--- src/rtl/gpu_pkg.sv ---
// Shared encodings for the per-thread core pipeline: the scheduler's core
// state and the load/store unit's own state as seen by the scheduler.
package gpu_pkg;

  localparam logic [2:0] CORE_IDLE    = 3'b000;
  localparam logic [2:0] CORE_FETCH   = 3'b001;
  localparam logic [2:0] CORE_DECODE  = 3'b010;
  localparam logic [2:0] CORE_REQUEST = 3'b011;
  localparam logic [2:0] CORE_WAIT    = 3'b100;
  localparam logic [2:0] CORE_EXECUTE = 3'b101;
  localparam logic [2:0] CORE_UPDATE  = 3'b110;
  localparam logic [2:0] CORE_DONE    = 3'b111;

  typedef enum logic [1:0] {
    LSU_IDLE       = 2'b00,
    LSU_REQUESTING = 2'b01,
    LSU_WAITING    = 2'b10,
    LSU_DONE       = 2'b11
  } lsu_state_e;

endpackage

--- src/rtl/lsu_watchdog.sv ---
// Access watchdog: cleared when an access starts waiting, counts each waiting
// cycle and flags expiry on the last permitted cycle. TIMEOUT_CYCLES=0 disables it.
module lsu_watchdog #(
  parameter int unsigned TIMEOUT_CYCLES = 64
) (
  input  logic clk,
  input  logic reset,
  input  logic clr,
  input  logic inc,
  output logic expired
);

  localparam int unsigned CW = (TIMEOUT_CYCLES > 1) ? $clog2(TIMEOUT_CYCLES) : 1;
  localparam logic [CW-1:0] LAST = CW'((TIMEOUT_CYCLES > 0) ? TIMEOUT_CYCLES - 1 : 0);

  logic [CW-1:0] cnt_q, cnt_d;

  always_comb begin
    cnt_d = cnt_q;
    if (clr) begin
      cnt_d = '0;
    end else if (inc) begin
      cnt_d = cnt_q + CW'(1);
    end
  end

  always_ff @(posedge clk) begin
    if (reset) begin
      cnt_q <= '0;
    end else begin
      cnt_q <= cnt_d;
    end
  end

  assign expired = (TIMEOUT_CYCLES != 0) && (cnt_q == LAST);

endmodule

--- src/rtl/thread_lsu.sv ---
// Per-thread load/store unit: issues one LDR/STR per REQUEST phase over a
// valid/ready memory handshake, bounded by a watchdog, and reports its state.
module thread_lsu
  import gpu_pkg::*;
#(
  parameter int unsigned ADDR_BITS      = 8,
  parameter int unsigned DATA_BITS      = 8,
  parameter int unsigned TIMEOUT_CYCLES = 64
) (
  input  logic                 clk,
  input  logic                 reset,
  input  logic                 enable,
  input  logic [2:0]           core_state,
  input  logic                 decoded_mem_read_enable,
  input  logic                 decoded_mem_write_enable,
  input  logic [DATA_BITS-1:0] rs,
  input  logic [DATA_BITS-1:0] rt,
  output logic                 mem_read_valid,
  output logic [ADDR_BITS-1:0] mem_read_address,
  input  logic                 mem_read_ready,
  input  logic [DATA_BITS-1:0] mem_read_data,
  output logic                 mem_write_valid,
  output logic [ADDR_BITS-1:0] mem_write_address,
  output logic [DATA_BITS-1:0] mem_write_data,
  input  logic                 mem_write_ready,
  output logic [1:0]           lsu_state,
  output logic [DATA_BITS-1:0] lsu_out,
  output logic                 lsu_error
);

  lsu_state_e           state_q;
  logic                 is_read_q;
  logic                 rd_valid_q, wr_valid_q;
  logic [ADDR_BITS-1:0] rd_addr_q, wr_addr_q;
  logic [DATA_BITS-1:0] wr_data_q;
  logic [DATA_BITS-1:0] out_q;
  logic                 error_q;
  logic                 wd_clr, wd_inc, wd_expired;
  logic                 ready_seen;

  assign wd_clr     = enable && (state_q == LSU_REQUESTING);
  assign wd_inc     = enable && (state_q == LSU_WAITING);
  assign ready_seen = is_read_q ? mem_read_ready : mem_write_ready;

  lsu_watchdog #(
    .TIMEOUT_CYCLES(TIMEOUT_CYCLES)
  ) u_watchdog (
    .clk    (clk),
    .reset  (reset),
    .clr    (wd_clr),
    .inc    (wd_inc),
    .expired(wd_expired)
  );

  always_ff @(posedge clk) begin
    if (reset) begin
      state_q    <= LSU_IDLE;
      is_read_q  <= 1'b0;
      rd_valid_q <= 1'b0;
      wr_valid_q <= 1'b0;
      rd_addr_q  <= '0;
      wr_addr_q  <= '0;
      wr_data_q  <= '0;
      out_q      <= '0;
      error_q    <= 1'b0;
    end else if (enable) begin
      case (state_q)
        LSU_IDLE: begin
          // A load takes priority when the decoder flags both.
          if (core_state == CORE_REQUEST &&
              (decoded_mem_read_enable || decoded_mem_write_enable)) begin
            is_read_q <= decoded_mem_read_enable;
            state_q   <= LSU_REQUESTING;
          end
        end
        LSU_REQUESTING: begin
          if (is_read_q) begin
            rd_valid_q <= 1'b1;
            rd_addr_q  <= ADDR_BITS'(rs);
          end else begin
            wr_valid_q <= 1'b1;
            wr_addr_q  <= ADDR_BITS'(rs);
            wr_data_q  <= rt;
          end
          state_q <= LSU_WAITING;
        end
        LSU_WAITING: begin
          // A ready on the expiry cycle still completes the access normally.
          if (ready_seen) begin
            rd_valid_q <= 1'b0;
            wr_valid_q <= 1'b0;
            if (is_read_q) out_q <= mem_read_data;
            state_q <= LSU_DONE;
          end else if (wd_expired) begin
            rd_valid_q <= 1'b0;
            wr_valid_q <= 1'b0;
            error_q    <= 1'b1;
            out_q      <= '0;
            state_q    <= LSU_DONE;
          end
        end
        LSU_DONE: begin
          if (core_state == CORE_UPDATE) state_q <= LSU_IDLE;
        end
        default: state_q <= LSU_IDLE;
      endcase
    end
  end

  assign mem_read_valid    = rd_valid_q;
  assign mem_read_address  = rd_addr_q;
  assign mem_write_valid   = wr_valid_q;
  assign mem_write_address = wr_addr_q;
  assign mem_write_data    = wr_data_q;
  assign lsu_state         = state_q;
  assign lsu_out           = out_q;
  assign lsu_error         = error_q;

endmodule

--- config.mk ---
export PLATFORM = sky130hd
export DESIGN_NAME = thread_lsu
export DESIGN_NICKNAME = d
export VERILOG_FILES = /design/src/rtl/gpu_pkg.sv /design/src/rtl/lsu_watchdog.sv /design/src/rtl/thread_lsu.sv
export SDC_FILE = /design/constraint.sdc
export NUM_CORES = 1
export LEC_CHECK = 0
export CAP_MARGIN = 20
export CORE_MARGIN = 1
export CORE_UTILIZATION = 46
export DETAILED_ROUTE_END_ITERATION = 10
export GPL_TIMING_DRIVEN = 0
export MAX_ROUTING_LAYER = met4
export PLACE_DENSITY = 0.84
export SKIP_CTS_REPAIR_TIMING = 1
export SYNTH_ARGS = -nofsm -noshare
export SYNTH_HDL_FRONTEND = slang
export SYNTH_SLANG_ARGS = --single-unit
--- constraint.sdc ---
create_clock -name clk -period 2.8 [get_ports clk]
set_clock_uncertainty 0.2 [all_clocks]
set_input_delay 0.56 -clock clk [delete_from_list [all_inputs] [get_ports clk]]
set_output_delay 0.56 -clock clk [all_outputs]
set_load 0.05 [all_outputs]
After elaboration in Yosys (flattened, before gate mapping)
Cells that the tools add are included.

operators by class
  add/subtract/negate cells = 1
  eq/ne operators = 12
  multiplexer cells = 15
  bitwise logic cells = 2
  reductions and logical operators = 16

operators by type and width
  kind                                                                    count
  8-bit two-way mux                                                       3
  4-bit AND reduction                                                     5
  2-bit != test (second input constant)                                   5
  3-bit AND reduction                                                     3
  2-bit two-way mux                                                       4
  2-bit one-hot mux with 4 select lines                                   1
  6-bit by 1-bit adder with 6-bit output (second input constant)          1
  6-bit equality test (second input constant)                             1
  1-bit two-way mux                                                       5
  2-bit equality test (second input constant)                             2
  1-bit one-hot mux with 2 select lines                                   2
  2-bit nonzero test                                                      2
  3-bit by 2-bit equality test with 1-bit output (second input constant)  1
  3-bit equality test (second input constant)                             1
  1-bit logical AND                                                       3
  3-bit by 2-bit != test with 1-bit output (second input constant)        1
  2-bit by 1-bit equality test with 1-bit output (second input constant)  1
  2-bit zero test                                                         1
  1-bit NOT                                                               2
  2-bit OR reduction                                                      1
  1-bit logical OR                                                        1

storage, ports and cells
  register bits = 44
  input bits = 34
  output and inout bits = 37
  logic and storage cells = 56

Logic depth before layout (Yosys ltp)
Gate-level depths: netlist of run 1.

  word-level depth = 4
  mapped depth = 7
  gate-level depth less buffers = 6

Modules after synthesis
A second synthesis of run 1 with hierarchy kept.

unflattened totals
  cell total of the unflattened synthesis = 214
  area, all modules = 1,775.5 sq um

by module, submodules not included
  module        times used  cells each  area each (sq um)  seq. area each (sq um)
  thread_lsu    1           185         1,514.0            760.7
  lsu_watchdog  1           29          261.5              120.1

Least setup slack after synthesis of run 1
No wires, ideal clock.

  path type = register to register
  from = register state_q[0], in the netlist lsu_state[0]
  to = register out_q[0], in the netlist lsu_out[0]
  library setup time = 60 ps
  arrival time = 1,772 ps
  required time = 2,540 ps
  path slack = 768 ps
  cell stages (with the launch flop) = 7
  cells stage by stage = dfxtp_1 inv_1 ha_1 and2_1 buf_2 a31oi_4 a22o_1

between the ends
  longest elaborated chain between the ends = 2

RTL lines
  item                           RTL line          text
  from (decl)                    thread_lsu.sv:31  lsu_state_e state_q;
  from (signal assigned)         thread_lsu.sv:57  state_q <= LSU_IDLE;
  from (signal assigned)         thread_lsu.sv:73  state_q <= LSU_REQUESTING;
  from (signal assigned)         thread_lsu.sv:85  state_q <= LSU_WAITING;
  2-bit equality test            thread_lsu.sv:67  case (state_q)
  4-bit AND reduction (no line)  -
  to (signal assigned)           thread_lsu.sv:92  if (is_read_q) out_q <= mem_read_data;
  to (decl)                      thread_lsu.sv:36  logic [DATA_BITS-1:0] out_q;

No other way between the ends.
A chain may end at the register's enable or synchronous reset.

Worst setup path in the final report of run 1
  from = register state_q[0], in the netlist lsu_state[0]
  to = output lsu_state[0]

RTL lines
  item       RTL line          text
  to (decl)  thread_lsu.sv:26  output logic [1:0] lsu_state,

No word-level cell between the ends.

==> impl_metrics.tcl, run 1 <==
set metrics [dict create \
    run_status "finished, final reports clean" \
    reg2regPathDepth 6 \
    numPortBuffers 68 \
    vias 1680 \
    power.ir.vdd_worst_v 0.000280 \
    p_per_area_nw_per_um2 452 \
    area.sequential_um2 881 \
    initial_core_utilization_pct 49.0 \
    final_hold_viol_count 0 \
    clock.fmax_ghz 0.434 \
    grt_pass1_vias 1585 \
    synth-async-reset-ratio_pct 0 \
    worstSetupEndpointType "primary output" \
    antenna-diode-count 0 \
    r2r_slack_ns 0.92 \
    drtPass1Iterations 4 \
    synth.yosys.seq_area_share_pct 48.4 \
    synth.top_cells.by_count "nand2_1, dfxtp_1, a21oi_1" \
    swShare_pct 23.1 \
    synth.lib_cells_used.distinct 40 \
    synth_area_per_cell_um2 8.97 \
    fp-row-count 22 \
    yosys.cell_count.top_type "nand2_1" \
    power.sequential.fraction_pct 53.2 \
    clock-root-buffer "clkbuf_8" \
    synth-edff-count 0 \
    cp-endpoint "lsu_state[0]" \
    first_pass_grt_wire_length_um 7020 \
    cells_taking_the_most_area_after_synthesis "dfxtp_1, nand2_1, a21oi_1" \
    crit_required_ns 2.04 \
    place_inst 319 \
    cpLargestDelayFamily "buffers and inverters" \
    detail_route_antenna_nets 0 \
    pin_count_of_the_biggest_net_entering_global_routing 13 \
    period_needed_ns 2.30 \
    dieArea_um2 4220 \
    clk-insertion-delay-late_ns 0.29 \
    synth_top_area_share_pct 48.4 \
    synth_top_area_cell "dfxtp_1" \
    coreArea_um2 3720 \
    timing.setup.critical_path_class "reg2out" \
    ys.warnings.count 0 \
    timing.critical_path.depth 1 \
    area_taken_by_multi_input_logic_gates_um2 865 \
    route.detailed.wl_per_inst_um 12.9 \
    layout_nets 318 \
    total_power_mw 1.20 \
    clockPowerShare_pct 34.5 \
    classification_of_the_worst_slack_hold_path "reg2reg" \
    critPathSlowestCell "clkdlybuf4s50_1" \
    regToRegStartpoint "lsu_state[1]$_SDFFE_PP0P_" \
    filler_cell_count 300 \
    worst_pin_slew_ns 0.567 \
    combPwrFrac_pct 12.3 \
    post_route_cells_drive_above_1_share_pct 7.91 \
    cp_data_arrival_time_ns 1.54 \
    cap_violations 0 \
    ys_dominant_reg_cell "dfxtp_1" \
    critical_path.startpoint_type "register" \
    syn2layout_area_growth_pct 45.9 \
    tritoncts_num_sinks 44 \
    die_width_um 64.9 \
    groute.usage.overall_pct 22.7 \
    grt_overflow_total 0 \
    tritoncts "done" \
    ioPinCount 71 \
    crit_path_max_fanout 5 \
    gp_routability_congestion 0.792 \
    hold_depth 2 \
    number_of_antenna_violations_at_the_first_check_in_global_routing 0 \
    post_layout_nonfiller_instances 326 \
    cts_inserted_buffers 5 \
    timing.critical_path.cells "clkdlybuf4s50_1" \
    worst_path_bufs_invs 1 \
    die_h_um 64.9 \
    final_ws_setup_ns 0.498 \
    setup_viol 0 \
    dp.final_hpwl_um 3160 \
    p_int_uw 923 \
    clkSlewWorstSetupHoldPaths_ns 0.07 \
    pre_cts_ws_ns 0.571 \
    final_min_period_over_clock_period_pct 82.2 \
    mapped_nets 243 \
    detail_route.vias_per_cell 5.15 \
    report.final.slew_viol_count 0 \
    routed_wirelength_um 4200 \
    grt_setup_unrepaired "false" \
    psw_uw 278 \
    drcViolationCount 0 \
    clock_tree.htree_level_count 2 \
    leakage_nw 0.935 \
    relSlewSlack_pct 62.1 \
    ys_seq_elements 44 \
    timing.rr.end "mem_read_address[3]$_SDFFE_PP0P_" \
    synthesized_instance_count 203 \
    post_synth_instance_area_um2 1820 \
    critical_path.max_stage_delay_ns 0.83 \
    cts_buffer_depth 2 \
    drt-initial-drc-count 95 \
    setup_tns_ns 0 \
    critical_path_source "lsu_state[0]$_SDFFE_PP0P_" \
]
[power groups by stage]
stage	registers, mW	clock network [mW]	logic [mW]
2_1_floorplan	0.681	0	0.0455
3_3_place_gp	0.653	0	0.146
3_5_place_dp	0.653	0	0.148
4_1_cts	0.639	0.423	0.149
5_1_grt	0.639	0.455	0.159
6_report	0.639	0.414	0.148
[layer usage]
| metal | share of wire (%) | global-route usage, % |
|---|---|---|
| met5 | 0 | - |
| met4 | 2.2 | 10.8 |
| met3 | 5.2 | 5.99 |
| met2 | 48 | 37.4 |
| met1 | 44 | 25.3 |
[how the worst min path moves through the flow]
| stage | endpoint | slack [ns] | from |
|---|---|---|---|
| global route | mem_read_address[1]$_SDFFE_PP0P_ | 0.27 | mem_read_address[1]$_SDFFE_PP0P_ |
| floorplan | u_watchdog.cnt_q[1]$_SDFFE_PP0P_ | 0.25 | u_watchdog.cnt_q[1]$_SDFFE_PP0P_ |
| detailed placement | mem_write_address[5]$_SDFFE_PP0P_ | 0.25 | mem_write_address[5]$_SDFFE_PP0P_ |
| finish | mem_read_address[7]$_SDFFE_PP0P_ | 0.25 | mem_read_address[7]$_SDFFE_PP0P_ |
| CTS | mem_write_address[5]$_SDFFE_PP0P_ | 0.26 | mem_write_address[5]$_SDFFE_PP0P_ |
| global placement | mem_read_address[7]$_SDFFE_PP0P_ | 0.24 | mem_read_address[7]$_SDFFE_PP0P_ |
[registers in the layout (all words and copies together), names as in the netlist]
name	count
is_read_q	1
lsu_error	1
lsu_out	8
lsu_state	2
mem_read_address	8
mem_read_valid	1
mem_write_address	8
mem_write_data	8
mem_write_valid	1
u_watchdog.cnt_q	6
[area by class of cell]
| type | instances | area share (%) |
|---|---|---|
| sequential | 44 | 33.1 |
| tap | 48 | 2.26 |
| timing repair buffer | 68 | 25.6 |
| inverter | 5 | 0.706 |
| multi-input combinational | 145 | 32.5 |
| buffer | 9 | 2.16 |
| clock buffer | 7 | 3.62 |
[cells by family after synthesis]
kind of cell	share of synthesized area (%)
buf+inv	4.19
flops	48.4
compound gates	18.1
xor+xnor	2.40
mux	1.79
simple gates	21.1
fa+ha+maj	4.12
[stage by stage]
stage	area [µm²]	hold WS (ns)	utilization, %
after floorplan	1820	0.249	-
after global placement	2560	0.241	69.0
after detailed placement	2560	0.246	69.0
after CTS	2660	0.256	71.5
after global routing	2660	0.267	71.5
final	2660	0.254	71.5
[cells in the final DEF, fill, tap and decap left out, types with 2 or more instances in the layout]
cell type	synthesis	routed
nand2_1	60	60
clkdlybuf4s50_1	0	68
xnor2_1	2	2
xor2_1	3	3
a22o_1	8	8
o32ai_1	2	2
buf_2	3	3
a31oi_1	2	2
nor2_1	10	10
a221oi_1	2	2
buf_6	2	2
clkbuf_8	0	7
dfxtp_1	44	44
a21oi_1	26	26
nand4_1	3	3
ha_1	6	6
inv_1	5	5
No activity file was read; power rests on OpenSTA's default activity.
==> inputs of run 2 (changes only) <==
--- a/config.mk
+++ b/config.mk
@@ -7,11 +7,11 @@
 export LEC_CHECK = 0
 export CAP_MARGIN = 20
 export CORE_MARGIN = 1
-export CORE_UTILIZATION = 46
+export CORE_UTILIZATION = 39
 export DETAILED_ROUTE_END_ITERATION = 10
 export GPL_TIMING_DRIVEN = 0
 export MAX_ROUTING_LAYER = met4
-export PLACE_DENSITY = 0.84
+export PLACE_DENSITY = 0.76
 export SKIP_CTS_REPAIR_TIMING = 1
 export SYNTH_ARGS = -nofsm -noshare
 export SYNTH_HDL_FRONTEND = slang
==> constraint.sdc (replaced) <==
create_clock -name clk -period 1.9 [get_ports clk]
set_clock_uncertainty 0.2 [all_clocks]
set_input_delay 0.38 -clock clk [delete_from_list [all_inputs] [get_ports clk]]
set_output_delay 0.38 -clock clk [all_outputs]
set_load 0.05 [all_outputs]
==> impl_metrics.tcl, run 2 (synthesized netlist as in run 1, its figures left out) <==
set metrics [dict create \
    pre_cts_ws_ns -0.137 \
    vias 1695 \
    relSlewSlack_pct 64.6 \
    leakage_nw 1.63 \
    worstHoldStart "mem_read_address[6]$_SDFFE_PP0P_" \
    drcViolationCount 0 \
    die_width_um 70.3 \
    fp-row-count 24 \
    hold_depth 2 \
    dieArea_um2 4950 \
    detail_route_antenna_nets 0 \
    grt_overflow_total 0 \
    syn2layout_area_growth_pct 52.7 \
    worst_path_most_repeated_cell "nand2_1" \
    r2r_slack_ns 0.12 \
    run_status "finished, final reports clean" \
    pin_count_of_the_biggest_net_entering_global_routing 13 \
    clkSlewWorstSetupHoldPaths_ns 0.08 \
    tritoncts_num_sinks 44 \
    first_pass_grt_wire_length_um 7250 \
    clk-insertion-delay-late_ns 0.29 \
    clock_tree.htree_level_count 2 \
    crit_path_max_fanout 10 \
    critPathSlowestCell "dfxtp_2" \
    cts_buffer_depth 2 \
    timing.rr.end "mem_write_data[6]$_SDFFE_PP0P_" \
    grt_setup_unrepaired "false" \
    cp_data_arrival_time_ns 1.81 \
    setup_viol 0 \
    numPortBuffers 68 \
    area.sequential_um2 883 \
    p_per_area_nw_per_um2 659 \
    crit_required_ns 1.92 \
    power.ir.vdd_worst_v 0.000385 \
    worst_path_bufs_invs 2 \
    coreArea_um2 4410 \
    routed_wirelength_um 4530 \
    cap_violations 0 \
    worst_pin_slew_ns 0.531 \
    groute.usage.overall_pct 19.1 \
    drtPass1Iterations 5 \
    reg2regPathDepth 7 \
    regToRegStartpoint "lsu_state[1]$_SDFFE_PP0P_" \
    tritoncts "done" \
    report.final.slew_viol_count 0 \
    route.detailed.wl_per_inst_um 13.8 \
    drt-initial-drc-count 85 \
    grt_pass1_vias 1579 \
    final_min_period_over_clock_period_pct 93.9 \
    holdPathEnd "mem_read_address[6]$_SDFFE_PP0P_" \
    timing.critical_path.cells "inv_1 -> ha_2 -> nand2_1 -> nor2_4 -> clkbuf_4 -> nand2_1 -> a21oi_1" \
    cpLargestDelayFamily "simple AND/OR/NAND/NOR gates" \
    critical_path.max_stage_delay_ns 0.34 \
    post_route_cells_drive_above_1_share_pct 9.39 \
    number_of_antenna_violations_at_the_first_check_in_global_routing 0 \
    layout.cells.most_common "nand2_1" \
    clock.fmax_ghz 0.560 \
    layout_nets 318 \
    total_power_mw 1.83 \
    antenna-diode-count 0 \
    filler_cell_count 367 \
    gp_routability_congestion 0.806 \
    worstSetupEndpointType "register" \
    clock-root-buffer "clkbuf_8" \
    place_inst 323 \
    post_layout_nonfiller_instances 329 \
    classification_of_the_worst_slack_hold_path "reg2reg" \
    area_taken_by_multi_input_logic_gates_um2 883 \
    timing.setup.critical_path_class "reg2reg" \
    initial_core_utilization_pct 41.3 \
    critical_path.startpoint_type "register" \
    cts_inserted_buffers 5 \
    mostFrequentLayoutCells "nand2_1, dfxtp_1, dlymetal6s2s_1" \
    dp.final_hpwl_um 3150 \
    detail_route.vias_per_cell 5.15 \
    die_h_um 70.3 \
    final_ws_setup_ns 0.115 \
    final_hold_viol_count 0 \
    ioPinCount 71 \
    period_needed_ns 1.78 \
]
run 2: cell count changes in the layout (fill, tap and decap cells not counted):
cell	change
clkbuf_4	+1
clkbuf_8	-2
bufinv_16	+1
buf_2	-1
dlymetal6s2s_1	+37
nor2_4	+1
ha_1	-2
nor2_1	-1
nor3_2	-1
ha_2	+2
nor3_4	+1
dfxtp_1	-2
dfxtp_2	+2
clkdlybuf4s50_1	-37
run 2: worst max path at each step:
stage | end | cells after the start | slack (ns) | start
final | mem_write_data[6]$_SDFFE_PP0P_ | 7 | 0.12 | lsu_state[1]$_SDFFE_PP0P_
after global routing | mem_write_data[6]$_SDFFE_PP0P_ | 7 | 0.006 | lsu_state[1]$_SDFFE_PP0P_
after CTS | lsu_state[0] | 1 | -0.17 | lsu_state[0]$_SDFFE_PP0P_
after detailed placement | lsu_state[0]$_SDFFE_PP0P_ | 5 | -0.14 | decoded_mem_read_enable
after global placement | lsu_state[0]$_SDFFE_PP0P_ | 5 | -0.08 | decoded_mem_read_enable
after floorplan | lsu_out[0]$_SDFFE_PP0P_ | 6 | 0.09 | lsu_state[0]$_SDFFE_PP0P_
run 2: layout make-up:
class	count	area share, %
plain buffers	9	2.16
clock buffers	5	2.47
clock inverters	1	1.08
inverters	5	0.674
multi-input cells	145	31.7
flip-flops and latches	44	31.7
well taps	52	2.34
repair buffers	68	27.8
run 2: per-layer routing:
metal	vias to the layer above	share of wire, %	GRT usage [%]
met5	-	0	-
li1	841	-	-
met1	791	43	23.7
met2	58	49	29.8
met4	0	1.4	6.67
met3	5	6.3	5.34
run 2: stage by stage:
| stage | hold WS [ns] | TNS (ns) | area, µm² | util (%) |
|---|---|---|---|---|
| after global placement | 0.241 | -0.241 | 2570 | 58.2 |
| after floorplan | 0.249 | 0 | 1820 | - |
| after detailed placement | 0.246 | -0.218 | 2570 | 58.2 |
| final | 0.253 | 0 | 2780 | 63.0 |
| after global routing | 0.271 | 0 | 2780 | 63.0 |
| after CTS | 0.257 | -4.74 | 2670 | 60.5 |
run 2: worst min-delay path, delay by kind of cell, from the launching register on:
kind	cells	cell delay [ns]
AO/OA/AOI/OAI	1	0.05
flip-flops	1	0.31
AND/OR/NAND/NOR	1	0.05
run 2: power breakdown:
group          internal (mW)  total (mW)  switching [mW]
sequential             0.934       0.941         0.00717
combinational          0.103       0.221           0.118
clock                  0.377       0.671           0.294
total                   1.41        1.83           0.419
==> inputs of run 3 (changes only) <==
--- a/config.mk
+++ b/config.mk
@@ -7,11 +7,12 @@
 export LEC_CHECK = 0
 export CAP_MARGIN = 20
 export CORE_MARGIN = 1
-export CORE_UTILIZATION = 39
+export CORE_UTILIZATION = 40
+export CTS_BUF_LIST = sky130_fd_sc_hd__clkbuf_8
 export DETAILED_ROUTE_END_ITERATION = 10
 export GPL_TIMING_DRIVEN = 0
 export MAX_ROUTING_LAYER = met4
-export PLACE_DENSITY = 0.76
+export PLACE_DENSITY = 0.77
 export SKIP_CTS_REPAIR_TIMING = 1
 export SYNTH_ARGS = -nofsm -noshare
 export SYNTH_HDL_FRONTEND = slang
==> impl_metrics.tcl, run 3 (synthesized netlist as in run 1, its figures left out) <==
set metrics [dict create \
    run_status "finished, final reports clean" \
    total_power_mw 1.77 \
    die_h_um 69.5 \
    number_of_antenna_violations_at_the_first_check_in_global_routing 0 \
    ioPinCount 71 \
    crit_path_max_fanout 8 \
    clk-insertion-delay-late_ns 0.29 \
    first_pass_grt_wire_length_um 6960 \
    fp-row-count 24 \
    gp_routability_congestion 0.836 \
    period_needed_ns 1.78 \
    routed_wirelength_um 4330 \
    pre_cts_ws_ns -0.101 \
    post_route_cells_drive_above_1_share_pct 10.3 \
    final_hold_viol_count 0 \
    grt_pass1_vias 1598 \
    clock_tree.htree_level_count 2 \
    report.final.slew_viol_count 0 \
    critical_path.max_stage_delay_ns 0.38 \
    detail_route.vias_per_cell 5.00 \
    clock.fmax_ghz 0.561 \
    power.ir.vdd_worst_v 0.000361 \
    final_min_period_over_clock_period_pct 93.9 \
    critical_path.startpoint_type "register" \
    grt_overflow_total 0 \
    syn2layout_area_growth_pct 53.1 \
    drt-initial-drc-count 51 \
    leakage_nw 1.64 \
    dieArea_um2 4830 \
    initial_core_utilization_pct 41.8 \
    worstSetupEndpointType "register" \
    mostFrequentLayoutCells "nand2_1, dfxtp_1, dlymetal6s2s_1" \
    classification_of_the_worst_slack_hold_path "reg2reg" \
    pin_count_of_the_biggest_net_entering_global_routing 14 \
    layout_nets 320 \
    antenna-diode-count 0 \
    groute.usage.overall_pct 18.4 \
    filler_cell_count 357 \
    dp.final_hpwl_um 3040 \
    cap_violations 0 \
    drtPass1Iterations 4 \
    die_width_um 69.5 \
    final_ws_setup_ns 0.116 \
    cp_data_arrival_time_ns 1.83 \
    relSlewSlack_pct 64.1 \
    route.detailed.wl_per_inst_um 13.0 \
    detail_route_antenna_nets 0 \
    cpLargestDelayFamily "compound AO/OA/AOI/OAI gates" \
    clkSlewWorstSetupHoldPaths_ns 0.08 \
    timing.setup.critical_path_class "reg2reg" \
    setup_viol 0 \
    grt_setup_unrepaired "false" \
    tritoncts "done" \
    numPortBuffers 68 \
    worst_pin_slew_ns 0.538 \
    coreArea_um2 4350 \
    vias 1664 \
    worst_path_bufs_invs 2 \
    p_per_area_nw_per_um2 633 \
    tritoncts_num_sinks 44 \
    drcViolationCount 0 \
    cts_inserted_buffers 5 \
    clock-root-buffer "clkbuf_8" \
    crit_required_ns 1.94 \
    layout.cells.most_common "nand2_1" \
    critPathSlowestCell "dfxtp_2" \
    timing.critical_path.cells "inv_1 -> ha_1 -> and2_1 -> buf_2 -> a31oi_4 -> a22o_1" \
    cts_buffer_depth 2 \
]
-- run 3: cell types whose count changed in the layout (fill, tap and decap cells not counted) --
cell,delta
buf_4,+2
clkinv_2,+2
bufinv_16,-1
clkbuf_8,+1
ha_1,+1
ha_2,-1
-- run 3: worst paths after layout --
kind,startpoint,end,slack [ns],cells past startpoint
max,lsu_state[0]$_SDFFE_PP0P_,lsu_out[1]$_SDFFE_PP0P_,0.12,6
min,mem_write_address[6]$_SDFFE_PP0P_,mem_write_address[6]$_SDFFE_PP0P_,0.25,2
max reg2reg,lsu_state[0]$_SDFFE_PP0P_,lsu_out[1]$_SDFFE_PP0P_,0.12,6
min reg2reg,mem_write_address[6]$_SDFFE_PP0P_,mem_write_address[6]$_SDFFE_PP0P_,0.25,2
-- run 3: metal layers --
metal,routed length (µm),track usage [%],vias to the layer above
met5,0,-,-
met4,54,5.44,0
met3,230,4.94,5
met2,2090,31.4,42
met1,1960,21.0,769
li1,-,-,848
-- run 3: metrics by stage --
step	setup TNS [ns]	util, %	cells	hold WS (ns)	instance area [µm²]
after floorplan	0	-	203	0.249	1820
after global placement	-0.147	59.0	323	0.241	2570
after detailed placement	-0.140	59.0	323	0.246	2570
after CTS	-4.65	61.1	331	0.257	2660
after global routing	0	64.1	333	0.273	2790
final	0	64.1	333	0.252	2790
-- run 3: report_power, final --
group | switching [mW] | internal [mW]
Clock | 0.313 | 0.290
Sequential | 0.00721 | 0.934
Combinational | 0.116 | 0.105
Total | 0.436 | 1.33
-- run 3: worst register-to-register path: cells and delay by family (launching register included) --
| family | cells | cell delay (ns) |
|---|---|---|
| simple gates | 1 | 0.18 |
| compound gates | 2 | 0.44 |
| buf+inv | 2 | 0.27 |
| flops | 1 | 0.38 |
| fa+ha+maj | 1 | 0.28 |
-- run 3: area by class of cell --
cell class / instances / area, µm² / share of cell area (%)
multi-input combinational: 145 / 881 / 31.6
buffer: 9 / 60.1 / 2.15
inverter: 5 / 18.8 / 0.673
tap: 52 / 65.1 / 2.33
clock inverter: 2 / 10.0 / 0.359
timing repair buffer: 70 / 788 / 28.3
clock buffer: 6 / 82.6 / 2.96
sequential: 44 / 883 / 31.7
==> edit 1 (config.mk and constraints of run 1) <==
Register the output `lsu_error` once more, cleared by the reset; this adds one clock of latency there. The other outputs are not delayed to match.
--- a/src/rtl/thread_lsu.sv
+++ b/src/rtl/thread_lsu.sv
@@ -114,7 +114,13 @@
   assign mem_write_data    = wr_data_q;
   assign lsu_state         = state_q;
   assign lsu_out           = out_q;
-  assign lsu_error         = error_q;
+  always_ff @(posedge clk) begin
+    if (reset) begin
+      lsu_error <= '0;
+    end else begin
+      lsu_error <= error_q;
+    end
+  end
 
 endmodule
 
Formal check against the unedited RTL: no difference found for any inputs over 10 cycles, from zero or initial values and one cycle with reset high; that may be too few to reach the edited logic, so the function may still have changed.
==> edit 1 against run 1 <==
Sequential cell count up 1. Largest cell class unchanged. Critical path depth is the same. Routed wire length up 3.3%. Largest power group unchanged. Die area rose by 2.4%. Non-clock buffer count stayed put. Synthesized cell count rose by 0.99%. Power fell by 1.8%. Clock power fell by 9.2%. Setup slack got worse by 2.5 ps. Design area increased by 1.2%. Area after synthesis rose by 2.5%.
==> edit 1: results (changes against run 1) <==
The final HPWL from detailed placement is 3.27 mm (+3.6%), and the count of TritonRoute iterations in the first routing pass is 4 (unchanged). The number of nets produced by synthesis was 245 (+0.82%); the measured slew at the worst slew-check pin was 611 ps (+44.6 ps). For the number of nets at the end of the flow, the log shows 320 (+0.63%).

The wire length of the first global-routing pass is 6.93 mm (-1.4%), and the count of routing violations after the opening detailed-route iteration is 112 (+18%). The tools report the weighted congestion at the end of routability-driven global placement as 0.749 (-5.4%). For the number of global-route vias before repair, the log shows 1492 (-5.9%).

Clock tree synthesis selected as its root buffer the cell clkbuf_8. The count of final setup violators was 0 (unchanged). For the leakage power summed over all cells, the log shows 0.956 nW (+2.3%). The run finished with clean final reports. For the data arrival time of the worst path, the log shows 1540 ps (about the same). For the initial antenna violation count, the log shows 0 (unchanged).

After synthesis, the most frequently instantiated cells are 60 x nand2_1, 45 x dfxtp_1, 26 x a21oi_1. The share of post-route cells with drive strength above 1 works out to 0.0819 (+0.00271). The peak supply drop came out at 0.359 mV (+28%). The largest net degree at the start of global routing is 14 (+1). Cell type group with the largest total delay on the critical path: buffers and inverters.

The tools report the insertion delay of the later-clocked pin in the worst-skew pair as 290 ps (about the same). Sorting the synthesized cells by area gives the leading types as dfxtp_1 48%, nand2_1 12%, a21oi_1 7.0%. The fill cell total of the finished layout is 292 (-2.7%), and the count of nets left with antenna violations after detail routing is 0 (unchanged).

The total wire length after detailed routing was 4.33 mm (+3.3%); the total routing usage reported by global routing was 0.221 (-0.00576). The run gives 0.483 (-0.000943) as the sequential cell area fraction in the yosys report. The per-cell via count in the routed design was 4.95 (-4.0%).
[edit 1: layout make-up]
type | count | area share
flip-flops and latches | 45 | 0.335
multi-input cells | 146 | 0.326
repair buffers | 68 | 0.253
clock buffers | 6 | 0.0270
plain buffers | 9 | 0.0265
well taps | 48 | 0.0223
inverters | 5 | 0.00698
clock inverters | 2 | 0.00372
[edit 1: where the power goes]
group          total [mW]  internal, mW  switching [mW]
clock network       0.376         0.173           0.203
registers           0.653         0.648         0.00544
logic               0.151        0.0717          0.0788
[edit 1: worst paths after layout]
path	from	endpoint	slack, ps	cells after the start
min reg2reg	mem_read_address[0]	mem_read_address[0]	260	2
max	lsu_state[0]	lsu_state[0]	500	1
max reg2reg	lsu_state[1]	mem_read_address[4]	900	6
min	mem_read_address[0]	mem_read_address[0]	260	2
[edit 1: routing by layer]
metal  track usage  up-vias  part of all wire
li1              -      853                 -
met3        0.0538        4             0.045
met5             -        -                 0
met2         0.365       40              0.50
met1         0.263      730              0.44
met4        0.0707        0             0.011
[edit 1: cell families after synthesis]
logic type / Yosys count / synth area share
buffers and inverters: 14 / 0.0483
muxes: 2 / 0.0174
xor gates and xnor gates: 5 / 0.0235
and+or+nand+nor: 86 / 0.209
adders and majority gates: 6 / 0.0402
AOI/OAI and AO/OA: 47 / 0.179
DFF: 45 / 0.483
[edit 1: through the flow]
stage               worst slack [ps]  std cells  area (um^2)
floorplan                        756        205         1870
global placement                 653        321         2610
detailed placement               573        321         2610
CTS                              497        329         2690
global route                     429        329         2690
finish                           496        329         2690
==> edit 2 (settings of run 1) <==
Made on the original files. `TIMEOUT_CYCLES` is set to 64 in 2 places; all go to 32.
--- a/src/rtl/lsu_watchdog.sv
+++ b/src/rtl/lsu_watchdog.sv
@@ -1,7 +1,7 @@
 // Access watchdog: cleared when an access starts waiting, counts each waiting
 // cycle and flags expiry on the last permitted cycle. TIMEOUT_CYCLES=0 disables it.
 module lsu_watchdog #(
-  parameter int unsigned TIMEOUT_CYCLES = 64
+  parameter int unsigned TIMEOUT_CYCLES = 32
 ) (
   input  logic clk,
   input  logic reset,
--- a/src/rtl/thread_lsu.sv
+++ b/src/rtl/thread_lsu.sv
@@ -5,7 +5,7 @@
 #(
   parameter int unsigned ADDR_BITS      = 8,
   parameter int unsigned DATA_BITS      = 8,
-  parameter int unsigned TIMEOUT_CYCLES = 64
+  parameter int unsigned TIMEOUT_CYCLES = 32
 ) (
   input  logic                 clk,
   input  logic                 reset,
Behaviour: same outputs for any inputs over 10 cycles, from zero or initial values and one cycle with reset high; that may be too few to reach the edited logic, so the function may still have changed.
==> edit 2 against run 1 <==
Global-route usage decreased by 0.33 points. Sequential cell count shrank 1. Routed wire length decreased by 1.7%. Area after synthesis down 2.5%. Setup slack improved by 15 ps. Clock power up 9.7%. Critical path depth unchanged. Power up 1.7%. Via count rose by 1.8%. Design area down 1.5%. Largest cell class unchanged.
==> edit 2: results (changes against run 1) <==
The area share of fa/ha/maj cells after synthesis came out at 0.0493 (+0.00809). The path with the worst hold slack has its endpoint at mem_write_address[2]. The share of the synthesized area in compound gates (AO/OA/AOI/OAI) is 0.168 (-0.0123), and the total routing usage reported by global routing is 0.223 (-0.00330). The tools report the weighted congestion at the end of routability-driven global placement as 0.710 (-10%). The relative max-transition margin is 0.622 (+0.00148), and the length of routed met2 wiring is 1.92 mm (-5.2%). The number of global-route vias before repair was 1558 (-1.7%); the leakage power summed over all cells was 0.928 nW (-0.65%). The tools report the final HPWL from detailed placement as 3.02 mm (-4.5%). The logs give 255 (+4.9%) for the number of nets produced by synthesis and 330 (+3.8%) for the number of nets at the end of the flow. The detailed route wirelength on metal3 was 267 um (+23%); the sequential cell area fraction in the yosys report was 0.485 (+0.000991). The worst hold margin came out at 254 ps (-0.287 ps). Number of unique standard cell types used by synthesis: 31 (-23%). The met1 capacity usage during global routing was 0.259 (+0.00619); the peak supply drop was 0.375 mV (+34%).

Power dissipated by switching net loads: 0.272 mW (-2.0%). The flow ran to the end, and the final reports show no timing, DRC or antenna violations. The reg-to-reg critical path endpoint was lsu_out[7].

The average detailed-routed wire length per instance works out to 12.2 um (-4.9%). The wire length of the first global-routing pass came out at 6.83 mm (-2.7%). Ranked by instance count, the synthesized netlist is headed by 52 x nand2_1, 43 x dfxtp_1, 28 x a21oi_1. The register-to-register setup slack came out at 570 ps (-350 ps). The vias after detailed routing was 1710 (+1.8%); the portion of netlist area occupied by mux cells was 0.0289 (+0.0110). The count of routing violations after the opening detailed-route iteration came out at 106 (+12%).

The worst-case reg-to-reg path depth is 7 (+1). The met3 track demand over resource came out at 0.0696 (+0.00978).
==> edit 2: changes by cell type in the layout (fill, tap and decap cells not counted), sizes merged, moves of 3 or more <==
cell    before  now
a22oi        0   10
a22o         8    0
nand2       60   52
nor2        11   18
clkbuf       9   15
o21ai        0    6
nand2b       0    4
a31oi        3    0
xor2         3    0
==> edit 2: area by class of cell <==
cell class / count / share of cell area
well taps: 48 / 0.0229
clock buffers: 6 / 0.0277
multi-input cells: 154 / 0.322
clock inverters: 1 / 0.0115
inverters: 3 / 0.00430
flip-flops and latches: 43 / 0.329
plain buffers: 14 / 0.0229
repair buffers: 68 / 0.260
==> edit 2: worst max-delay path by stage <==
stage	endpoint	startpoint
after floorplan	mem_write_address[0]	lsu_state[1]
after detailed placement	lsu_state[1]	decoded_mem_read_enable
after CTS	lsu_state[1]	lsu_state[1]
after global routing	lsu_out[0]	u_watchdog.cnt_q[0]
after global placement	lsu_state[1]	decoded_mem_read_enable
final	lsu_state[1]	lsu_state[1]
==> edit 2: logic make-up (layout without fill, tap and decap cells) <==
logic type | count (synthesis) | in the layout
simple gates | 92 | 92
compound gates | 50 | 50
flops | 43 | 43
buf+inv | 17 | 92
fa+ha+maj | 7 | 7
mux | 5 | 5
==> edit 2: power by group through the flow <==
stage	clock [mW]	sequential, mW	combinational, mW
2_1_floorplan	0	0.664	0.0444
3_3_place_gp	0	0.638	0.142
3_5_place_dp	0	0.638	0.143
4_1_cts	0.470	0.623	0.144
5_1_grt	0.502	0.625	0.155
6_report	0.454	0.624	0.144
==> edit 2: through the flow <==
step	instances	setup WS [ps]	instance area, um^2	utilization
after floorplan	214	563	1780	-
after global placement	330	364	2520	0.682
after detailed placement	330	352	2520	0.682
after CTS	337	496	2620	0.710
after global routing	337	407	2620	0.710
final	337	513	2620	0.710
